File: config.mk
export PLATFORM = sky130hd
export DESIGN_NAME = pa_fpu_frbus_wb
export DESIGN_NICKNAME = d
export VERILOG_FILES = /design/src/rtl/pa_fpu_frbus_wb.sv
export SDC_FILE = /design/constraint.sdc
export NUM_CORES = 1
export LEC_CHECK = 0
export ABC_AREA = 1
export ABC_CLOCK_PERIOD_IN_PS = 3500
export CAP_MARGIN = 20
export CORE_ASPECT_RATIO = 0.9
export CORE_UTILIZATION = 40
export CTS_BUF_LIST = sky130_fd_sc_hd__clkbuf_4 sky130_fd_sc_hd__clkbuf_8
export DETAILED_ROUTE_END_ITERATION = 16
export PLACE_DENSITY = 0.73
export SETUP_SLACK_MARGIN = 0.4
export SYNTH_ARGS = -nofsm -noshare
export SYNTH_HDL_FRONTEND = slang
export SYNTH_SLANG_ARGS = --single-unit
File: constraint.sdc
create_clock -name forever_cpuclk -period 3.5 [get_ports forever_cpuclk]
set_clock_uncertainty 0.05 [all_clocks]
set_input_delay 0.35 -clock forever_cpuclk [delete_from_list [all_inputs] [get_ports forever_cpuclk]]
set_output_delay 0.35 -clock forever_cpuclk [all_outputs]
set_load 0.01 [all_outputs]
File: src/rtl/pa_fpu_frbus_wb.sv
// FPU write-back stage: arbitrates EX2 and FDSU results into a 2-entry in-order
// queue that drives the float register-file write port, and keeps sticky fflags.
module pa_fpu_frbus_wb #(
  parameter int DATA_WIDTH = 32,
  parameter int FLAG_WIDTH = 5,
  parameter int RD_WIDTH   = 5
) (
  input  logic                  forever_cpuclk,
  input  logic                  cpurst_b,
  input  logic                  ctrl_frbus_ex2_wb_req,
  input  logic [DATA_WIDTH-1:0] dp_frbus_ex2_data,
  input  logic [FLAG_WIDTH-1:0] dp_frbus_ex2_fflags,
  input  logic [RD_WIDTH-1:0]   ctrl_frbus_ex2_rd,
  output logic                  frbus_ctrl_ex2_stall,
  input  logic                  fdsu_frbus_wb_vld,
  input  logic [DATA_WIDTH-1:0] fdsu_frbus_data,
  input  logic [FLAG_WIDTH-1:0] fdsu_frbus_fflags,
  input  logic [RD_WIDTH-1:0]   fdsu_frbus_rd,
  output logic                  frbus_fdsu_wb_grant,
  output logic                  frbus_rf_wb_vld,
  output logic [DATA_WIDTH-1:0] frbus_rf_wb_data,
  output logic [RD_WIDTH-1:0]   frbus_rf_wb_rd,
  input  logic                  rf_frbus_wb_ready,
  input  logic                  cp0_fpu_fflags_we,
  input  logic [FLAG_WIDTH-1:0] cp0_fpu_fflags_wdata,
  output logic [FLAG_WIDTH-1:0] fpu_cp0_fflags,
  output logic                  frbus_xx_idle
);

  typedef struct packed {
    logic [DATA_WIDTH-1:0] data;
    logic [FLAG_WIDTH-1:0] fflags;
    logic [RD_WIDTH-1:0]   rd;
  } entry_t;

  entry_t                queue_q [2];
  logic                  wptr_q;
  logic                  rptr_q;
  logic [1:0]            count_q;
  logic [1:0]            fdsu_wait_q;
  logic [FLAG_WIDTH-1:0] fflags_q;

  logic   slot_free;
  logic   fdsu_prio;
  logic   ex2_accept;
  logic   fdsu_accept;
  logic   push;
  logic   pop;
  entry_t push_entry;
  entry_t head;

  // Slot availability uses the registered count only, so a same-cycle pop
  // never makes room for a push (no bypass path).
  // NOTE: every always_comb output gets a default first so no latch is inferred.
  always_comb begin
    slot_free   = (count_q != 2'd2);
    fdsu_prio   = (fdsu_wait_q == 2'd3);
    ex2_accept  = slot_free && ctrl_frbus_ex2_wb_req && !(fdsu_frbus_wb_vld && fdsu_prio);
    fdsu_accept = slot_free && fdsu_frbus_wb_vld && (!ctrl_frbus_ex2_wb_req || fdsu_prio);
    push        = ex2_accept || fdsu_accept;
    push_entry  = '{data: fdsu_frbus_data, fflags: fdsu_frbus_fflags, rd: fdsu_frbus_rd};
    if (ex2_accept) begin
      push_entry = '{data: dp_frbus_ex2_data, fflags: dp_frbus_ex2_fflags, rd: ctrl_frbus_ex2_rd};
    end
  end

  assign head = queue_q[rptr_q];
  assign pop  = (count_q != 2'd0) && rf_frbus_wb_ready;

  // NOTE: the queue storage is reset too, so the head outputs read 0 out of reset.
  // NOTE: sequential state is updated only with non-blocking assignments.
  always_ff @(posedge forever_cpuclk or negedge cpurst_b) begin
    if (!cpurst_b) begin
      for (int i = 0; i < 2; i++) queue_q[i] <= '0;
      wptr_q      <= 1'b0;
      rptr_q      <= 1'b0;
      count_q     <= 2'd0;
      fdsu_wait_q <= 2'd0;
      fflags_q    <= '0;
    end else begin
      if (push) begin
        queue_q[wptr_q] <= push_entry;
        wptr_q          <= ~wptr_q;
      end
      if (pop) rptr_q <= ~rptr_q;
      count_q <= count_q + {1'b0, push} - {1'b0, pop};

      if (fdsu_accept)                                fdsu_wait_q <= 2'd0;
      else if (fdsu_frbus_wb_vld && !fdsu_prio)       fdsu_wait_q <= fdsu_wait_q + 2'd1;

      // A CP0 write replaces the accrued flags but still absorbs a retiring head.
      if (cp0_fpu_fflags_we) fflags_q <= cp0_fpu_fflags_wdata | (pop ? head.fflags : '0);
      else if (pop)          fflags_q <= fflags_q | head.fflags;
    end
  end

  assign frbus_ctrl_ex2_stall = ctrl_frbus_ex2_wb_req && !ex2_accept;
  assign frbus_fdsu_wb_grant  = fdsu_accept;
  assign frbus_rf_wb_vld      = (count_q != 2'd0);
  assign frbus_rf_wb_data     = head.data;
  assign frbus_rf_wb_rd       = head.rd;
  assign fpu_cp0_fflags       = fflags_q;
  assign frbus_xx_idle        = (count_q == 2'd0) && !ctrl_frbus_ex2_wb_req && !fdsu_frbus_wb_vld;

endmodule

# Yosys cells after proc, flatten, opt, wreduce, memory -nomap -nowiden
# Cells that the tools add are included.
# classes
addsub	3
magnitude_cmp	3
n_eq_ne	2
n_mux	12
n_bitwise	6
n_reduce_logical	22
# op_table
operator	count
42-bit two-way mux	5
84-bit bitwise mux	1
42-bit demux with 1-bit select	1
5-bit two-way mux	3
1-bit logical AND	11
5-bit bitwise OR	2
2-bit nonzero test	3
1-bit logical NOT	5
2-bit >= comparator (second input constant)	2
2-bit two-way mux	2
1-bit NOT with 2-bit output	2
2-bit by 1-bit adder with 2-bit output	1
2-bit by 1-bit adder with 2-bit output (second input constant)	1
2-bit equality test (second input constant)	1
2-bit logical NOT	1
1-bit logical OR	2
2-bit by 1-bit < comparator with 1-bit output (second input constant)	1
2-bit != test (second input constant)	1
1-bit NOT	2
2-bit by 1-bit subtractor with 2-bit output	1
# word_totals
register_bits	95
inputBits	95
output_inout_bits	46

# Longest topological paths before layout
# Gate-level depths: netlist of run 1.
# depth
ltp_word	7
mapped_depth	9
ltp_nobuf	8

# Worst setup path before layout of run 1
# No wires, ideal clock.
# synth_path
path_type	register to register
start	reg count_q[0]
end	reg count_q[1]
arrival_ns	1.418
required_ns	3.324
path_slack_ns	1.906
stages_incl_launch_ff	10
path_buffers	2
cell_sequence	dfrtp_1 -> inv_1 -> nand2_2 -> buf_2 -> buf_2 -> nand3_1 -> nand2_1 -> ha_1 -> xnor2_1 -> xor2_1
# synth_via
elab_chain_len	6
elab_cells_between_ends	10
# synth_lines
item	line	rtl
start: declaration	39	logic [1:0] count_q;
start signal: assignment	86	count_q <= count_q + {1'b0, push} - {1'b0, pop};
2-bit != test	56	slot_free = (count_q != 2'd2);
1-bit logical AND, on equally long branches (2 in a row)	58, 59	
1-bit logical OR	60	push = ex2_accept || fdsu_accept;
2-bit by 1-bit adder with 2-bit output	86	
2-bit by 1-bit subtractor with 2-bit output (*)	86	
# Mark *: on every way between the ends. The rest lies on a longest branch, timed or not.
# A chain may end at the register's enable or synchronous reset.

# Final worst setup path of run 1
# layout_path
start	reg rptr_q
end	out frbus_rf_wb_data[27]
# layout_via
elab_chain_len	4
# layout_lines
item	line	rtl
start: declaration	38	logic rptr_q;
start signal: assignment	85	if (pop) rptr_q <= ~rptr_q;
1-bit NOT with 2-bit output (implied by the code)	67	assign head = queue_q[rptr_q];
42-bit two-way mux (implied by the code) (3 in a row)	67	
end: declaration	21	output logic [DATA_WIDTH-1:0] frbus_rf_wb_data,
# Every way passes these cells. The select of a mux whose other input is x is not followed.

==> flow_summary.ini, run 1 <==
[grt]
grtUsageMet2_pct = 34.9
grt_pass1_vias = 4820
grt_pass1_wl_um = 23900
overflow = 0
grt_max_degree = 85
grt.met1_usage_pct = 31.4
busiest_layer = met2
grt.total_usage_pct = 22.4
antenna_found_initial = 0
grtUsageMet3_pct = 4.78

[drt]
via_per_inst = 4.94
route.detailed.drc = 0
dr.pass1.iters = 7
vias = 5113
drt_iter0_drc = 424
postRouteAntennaNets = 0
wirelength_um = 14600
post_drt_wl_per_cell_um = 14.1

[synth]
yosysMostFrequentCell = nand2_1
yosys.area.top_type = dfrtp_1
yosysSeqAreaShare_pct = 44.8
synth_top_cell_area_share_pct = 44.8
syn-num-nets = 845
syn_area_mm2 = 0.00530
syn_inst = 748
synth_seq_cells = 95
yosys-top-cells-area = dfrtp_1 (45%), nand2_1 (25%), nand3_1 (8.1%)
synth_common_cells = nand2_1 (356), inv_1 (97), dfrtp_1 (95)
synth_warnings = 0
syn_avg_cell_area_um2 = 7.09
synthFlopType = dfrtp_1
synth_edf_count = 0
synth_cell_type_count = 25
synthArstFlopShare_pct = 100

[floorplan]
die_w_um = 123
initial_core_util_pct = 41.3
io_pins = 141
die_y_um = 111
fp-row-count = 39
core_region_area_mm2 = 0.0128
die-area_mm2 = 0.0137

[cts]
numClockSinks = 95
insertion_delay_ps = 370
cts_made_buffers = 9
post_cts_buffers = 0
cts.htree.levels = 3
cts.path.max_buffers = 2
clk_pin_slew_ps = 100
clockRootBuffer = clkbuf_8
cts_tree = built

[timing]
setup_violations = 0
whs_ps = 348
slew-limit-headroom_pct = 52.5
fmax_ghz = 0.372
finalCriticalPeriod_ps = 2690
finalCritPeriodShare_pct = 76.7
rsz0062_at_grt = false
setup_tns_ps = 0
slew_viol_final = 0
worst_pin_slew_ps = 710
hold_violations = 0

[worst_setup_path]
worstSetupPathType = flip-flop to output port
crit_chain = clkinvlp_4 > buf_4 > nand2_1 > nand2_1 > clkdlybuf4s50_1
cp_num_buf_inv = 3
cp.required_ps = 3100
arrival_ps = 2290
crit_path_max_incr_delay_ps = 480
cp-end-kind = output port
slowest_stage = clkdlybuf4s50_1
path_delay_family = buffers and inverters
crit_top_cell = nand2_1
critPathLaunchType = flip-flop
cp_max_fo = 25

[place]
numPortBuffers = 140
routabilityCongestion = 0.790
dp.cells = 1017
place_hpwl_um = 9100

[layout]
final_nets = 964
n_fill_cell = 1267
area_growth_syn_to_layout_pct = 31.3
diodes = 0
finalNonFillerCells = 1036
final_util_pct = 54.2
drive_gt1_share_pct = 4.93

[outcome]
status = finished, final reports clean

[flow_run]
cap_violations = 0

[power_and_ir_drop]
power.density_mw_per_mm2 = 867
p_leak_nw = 3.79
peakVddDrop_v = 0.000369

[min_path]
holdCritPathClass = primary input to async pin
-- routing by layer --
metal / part of all wire [%] / vias up
met1: 46 / 2348
met2: 45 / 198
met4: 1.5 / 0
li1: - / 2547
met3: 7.9 / 20
met5: 0 / -
-- layout by cell type, fill, tap and decap left out, types with 2 or more instances in the layout --
master           instances
buf_16                   2
buf_4                   10
bufinv_16                2
clkbuf_8                 9
clkdlybuf4s50_1        138
clkinvlp_4               2
dfrtp_1                 94
ha_1                     2
inv_1                   97
inv_2                    2
inv_4                    2
inv_6                    3
nand2_1                355
nand2_2                  2
nand2_4                  2
nand3_1                 86
nand4_1                 42
nor2_1                   2
nor2_8                   2
o211ai_1                 5
o21ai_0                  3
xor2_1                   2
-- state kept, by name (all words and copies together), names as in the netlist --
register        cells
count_q             2
fdsu_wait_q         2
fpu_cp0_fflags      5
wptr_q              1
rptr_q              1
queue_q            84
-- worst paths after layout --
kind / startpoint / end / slack, ps / depth (start not counted)
worst min-delay path: cpurst_b / queue_q[76] / 350 / 2
worst max register to register: count_q[1] / queue_q[3] / 1090 / 6
max in group asynchronous: cpurst_b / queue_q[59] / 2230 / 4
min in group forever_cpuclk: queue_q[66] / queue_q[66] / 440 / 2
worst min register to register: queue_q[66] / queue_q[66] / 440 / 2
worst max-delay path: rptr_q / frbus_rf_wb_data[27] / 810 / 5
-- cells by family (layout without fill, tap and decap cells) --
kind of cell / after synthesis / after routing / synth area share (%)
compound gates: 9 / 9 / 1.09
buf+inv: 146 / 270 / 13.1
flops: 95 / 95 / 44.8
simple gates: 493 / 493 / 40.0
xor+xnor: 3 / 3 / 0.495
fa+ha+maj: 2 / 2 / 0.472
-- repair_timing --
| item | in CTS | in global routing |
|---|---|---|
| endpoints found under the setup margin | 0 | 13 |
| hold endpoints to repair | 0 | 18 |
| resized for setup | 0 | 1 |
| hold buffers | 0 | 1 |
-- stage by stage --
step	cell area (µm²)	setup slack, ps	power (mW)
final	6960	815	6.04
after global routing	6960	697	6.54
after CTS	6890	461	6.04
after detailed placement	6670	685	5.19
after global placement	6670	800	5.14
after floorplan	5300	1910	4.02
-- final cells by class --
class / count / area (µm²) / area share [%]
sequential: 95 / 2380 / 34.2
multi-input combinational: 507 / 2230 / 32.1
timing repair buffer: 152 / 1530 / 21.9
inverter: 102 / 392 / 5.63
tap: 164 / 205 / 2.95
clock buffer: 9 / 124 / 1.78
clock inverter: 7 / 103 / 1.47
-- power breakdown --
part           leakage (nW)  internal (mW)  switching [mW]  total [mW]
clock network         0.111          0.411           0.423       0.835
registers              1.15           1.65           0.287        1.94
logic                  2.53           1.38            1.89        3.26
total                  3.79           3.44            2.60        6.04
(Power assumes the default switching activity.)
==> run 2, diff against run 1 <==
--- a/config.mk
+++ b/config.mk
@@ -6,7 +6,7 @@
 export NUM_CORES = 1
 export LEC_CHECK = 0
 export ABC_AREA = 1
-export ABC_CLOCK_PERIOD_IN_PS = 3500
+export ABC_CLOCK_PERIOD_IN_PS = 2800
 export CAP_MARGIN = 20
 export CORE_ASPECT_RATIO = 0.9
 export CORE_UTILIZATION = 40
==> constraint.sdc (replaced) <==
create_clock -name forever_cpuclk -period 2.8 [get_ports forever_cpuclk]
set_clock_uncertainty 0.05 [all_clocks]
set_input_delay 0.28 -clock forever_cpuclk [delete_from_list [all_inputs] [get_ports forever_cpuclk]]
set_output_delay 0.28 -clock forever_cpuclk [all_outputs]
set_load 0.01 [all_outputs]
==> run 2 against run 1 <==
  * Combinational power grew 25%
  * Cell count is essentially flat
  * Clock power shrank 2%
  * Sequential cell count is the same
  * Die area is the same
  * Sequential power grew 27%
  * Register-to-register slack lost 240 ps
  * Power grew 22%
  * Largest power group unchanged
==> flow_summary.ini, run 2 (synthesis gave the netlist of run 1 again) <==
[cts]
cts_tree = built
cts.htree.levels = 3
numClockSinks = 95
clk_pin_slew_ps = 90
clockRootBuffer = clkbuf_8
cts_made_buffers = 9
insertion_delay_ps = 360
cts.path.max_buffers = 2

[timing]
finalCritPeriodShare_pct = 79.8
hold_violations = 0
slew_viol_final = 0
rsz0062_at_grt = false
slew-limit-headroom_pct = 48.6
finalCriticalPeriod_ps = 2240
worst_pin_slew_ps = 771
fmax_ghz = 0.447
setup_violations = 0
setup_tns_ps = 0

[place]
dp.cells = 1019
numPortBuffers = 140
place_hpwl_um = 9510
placed_cell_area_mm2 = 0.00671
routabilityCongestion = 0.801

[worst_setup_path]
rrSetupSlack_ps = 850
r2r_start = fdsu_wait_q[0]
cp_max_fo = 26
cp.required_ps = 2470
critPathLaunch = rptr_q
cp-end-kind = output port
r2r-end = queue_q[54]
critPathLaunchType = flip-flop
reg2regPathDepth = 7
arrival_ps = 1910
worstSetupPathType = flip-flop to output port

[floorplan]
fp-row-count = 39
initial_core_util_pct = 41.3
core_region_area_mm2 = 0.0128
die_w_um = 123
die-area_mm2 = 0.0137
die_y_um = 111
io_pins = 141

[drt]
dr.pass1.iters = 5
vias = 5129
wirelength_um = 14900
via_per_inst = 4.95
route.detailed.drc = 0
post_drt_wl_per_cell_um = 14.4
postRouteAntennaNets = 0
drt_iter0_drc = 325

[grt]
antenna_found_initial = 1
overflow = 0
grt.total_usage_pct = 23.2
grt_max_degree = 59
grt_pass1_vias = 5011
grt_pass1_wl_um = 24800

[outcome]
status = finished, final reports clean

[min_path]
holdCritPathClass = primary input to flip-flop
hold_depth = 5
min_delay_worst_endpoint = fdsu_wait_q[1]
hp-start = ctrl_frbus_ex2_wb_req

[layout]
stdcell_area_mm2 = 0.00690
area_growth_syn_to_layout_pct = 30.0
largest_reg_flops = 84
n_fill_cell = 1239
final_cell_mix = nand2_1 (355), clkdlybuf4s50_1 (138), inv_1 (97)
drive_gt1_share_pct = 4.93
final_nets = 964
finalNonFillerCells = 1037
layout_commonest_cell = nand2_1
top_register = queue_q

[flow_run]
cap_violations = 0

[power_and_ir_drop]
p_leak_nw = 3.77
peakVddDrop_v = 0.000528
power.density_mw_per_mm2 = 1070
## run 2: worst max-delay path by stage
stage | end | slack [ps] | depth (start not counted)
global route | frbus_rf_wb_data[29] | 460 | 5
CTS | frbus_rf_wb_data[28] | 470 | 4
global placement | queue_q[73] | 680 | 8
floorplan | count_q[1] | 1210 | 9
detailed placement | queue_q[63] | 660 | 8
finish | frbus_rf_wb_data[26] | 560 | 5
## run 2: routing by layer
layer	GRT usage, %	routed length [µm]
met1	33.2	7030
met2	35.0	6510
met3	4.63	1190
met4	7.15	203
met5	0	0
## run 2: what timing repair did
action	in CTS	in global routing
endpoints found under the hold margin	57	0
resized for setup	1	1
setup endpoints to repair	21	14
hold buffers	1	0
setup buffers	0	0
## run 2: report_power, final
group	internal [mW]	switching (mW)	total (mW)
clock network	0.324	0.496	0.820
registers	2.06	0.399	2.46
logic	1.73	2.35	4.09
## run 2: per-stage QoR
stage | hold slack, ps | util (%) | setup slack, ps | power, mW
6_report | 377 | 53.7 | 565 | 7.37
5_1_grt | 378 | 53.7 | 455 | 8.05
4_1_cts | 368 | 53.7 | 470 | 7.40
3_5_place_dp | 351 | 52.3 | 664 | 6.57
3_3_place_gp | 352 | 52.3 | 678 | 6.49
2_1_floorplan | -65.6 | - | 1210 | 5.02
## run 2: cell type report
cell class / count / area (µm²) / area share [%]
Inverter: 102 / 389 / 5.64
Antenna cell: 1 / 2.50 / 0.0363
Sequential cell: 95 / 2380 / 34.5
Clock inverter: 7 / 48.8 / 0.708
Tap cell: 164 / 205 / 2.98
Multi-Input combinational cell: 507 / 2230 / 32.4
Timing Repair Buffer: 152 / 1520 / 22.0
Clock buffer: 9 / 124 / 1.80
## run 2: critical path: stages (launching register included)
cell	delay, ps
dfrtp_2	430
clkinv_2	210
buf_12	230
nand2_1	80
nand2_1	60
clkdlybuf4s50_1	530
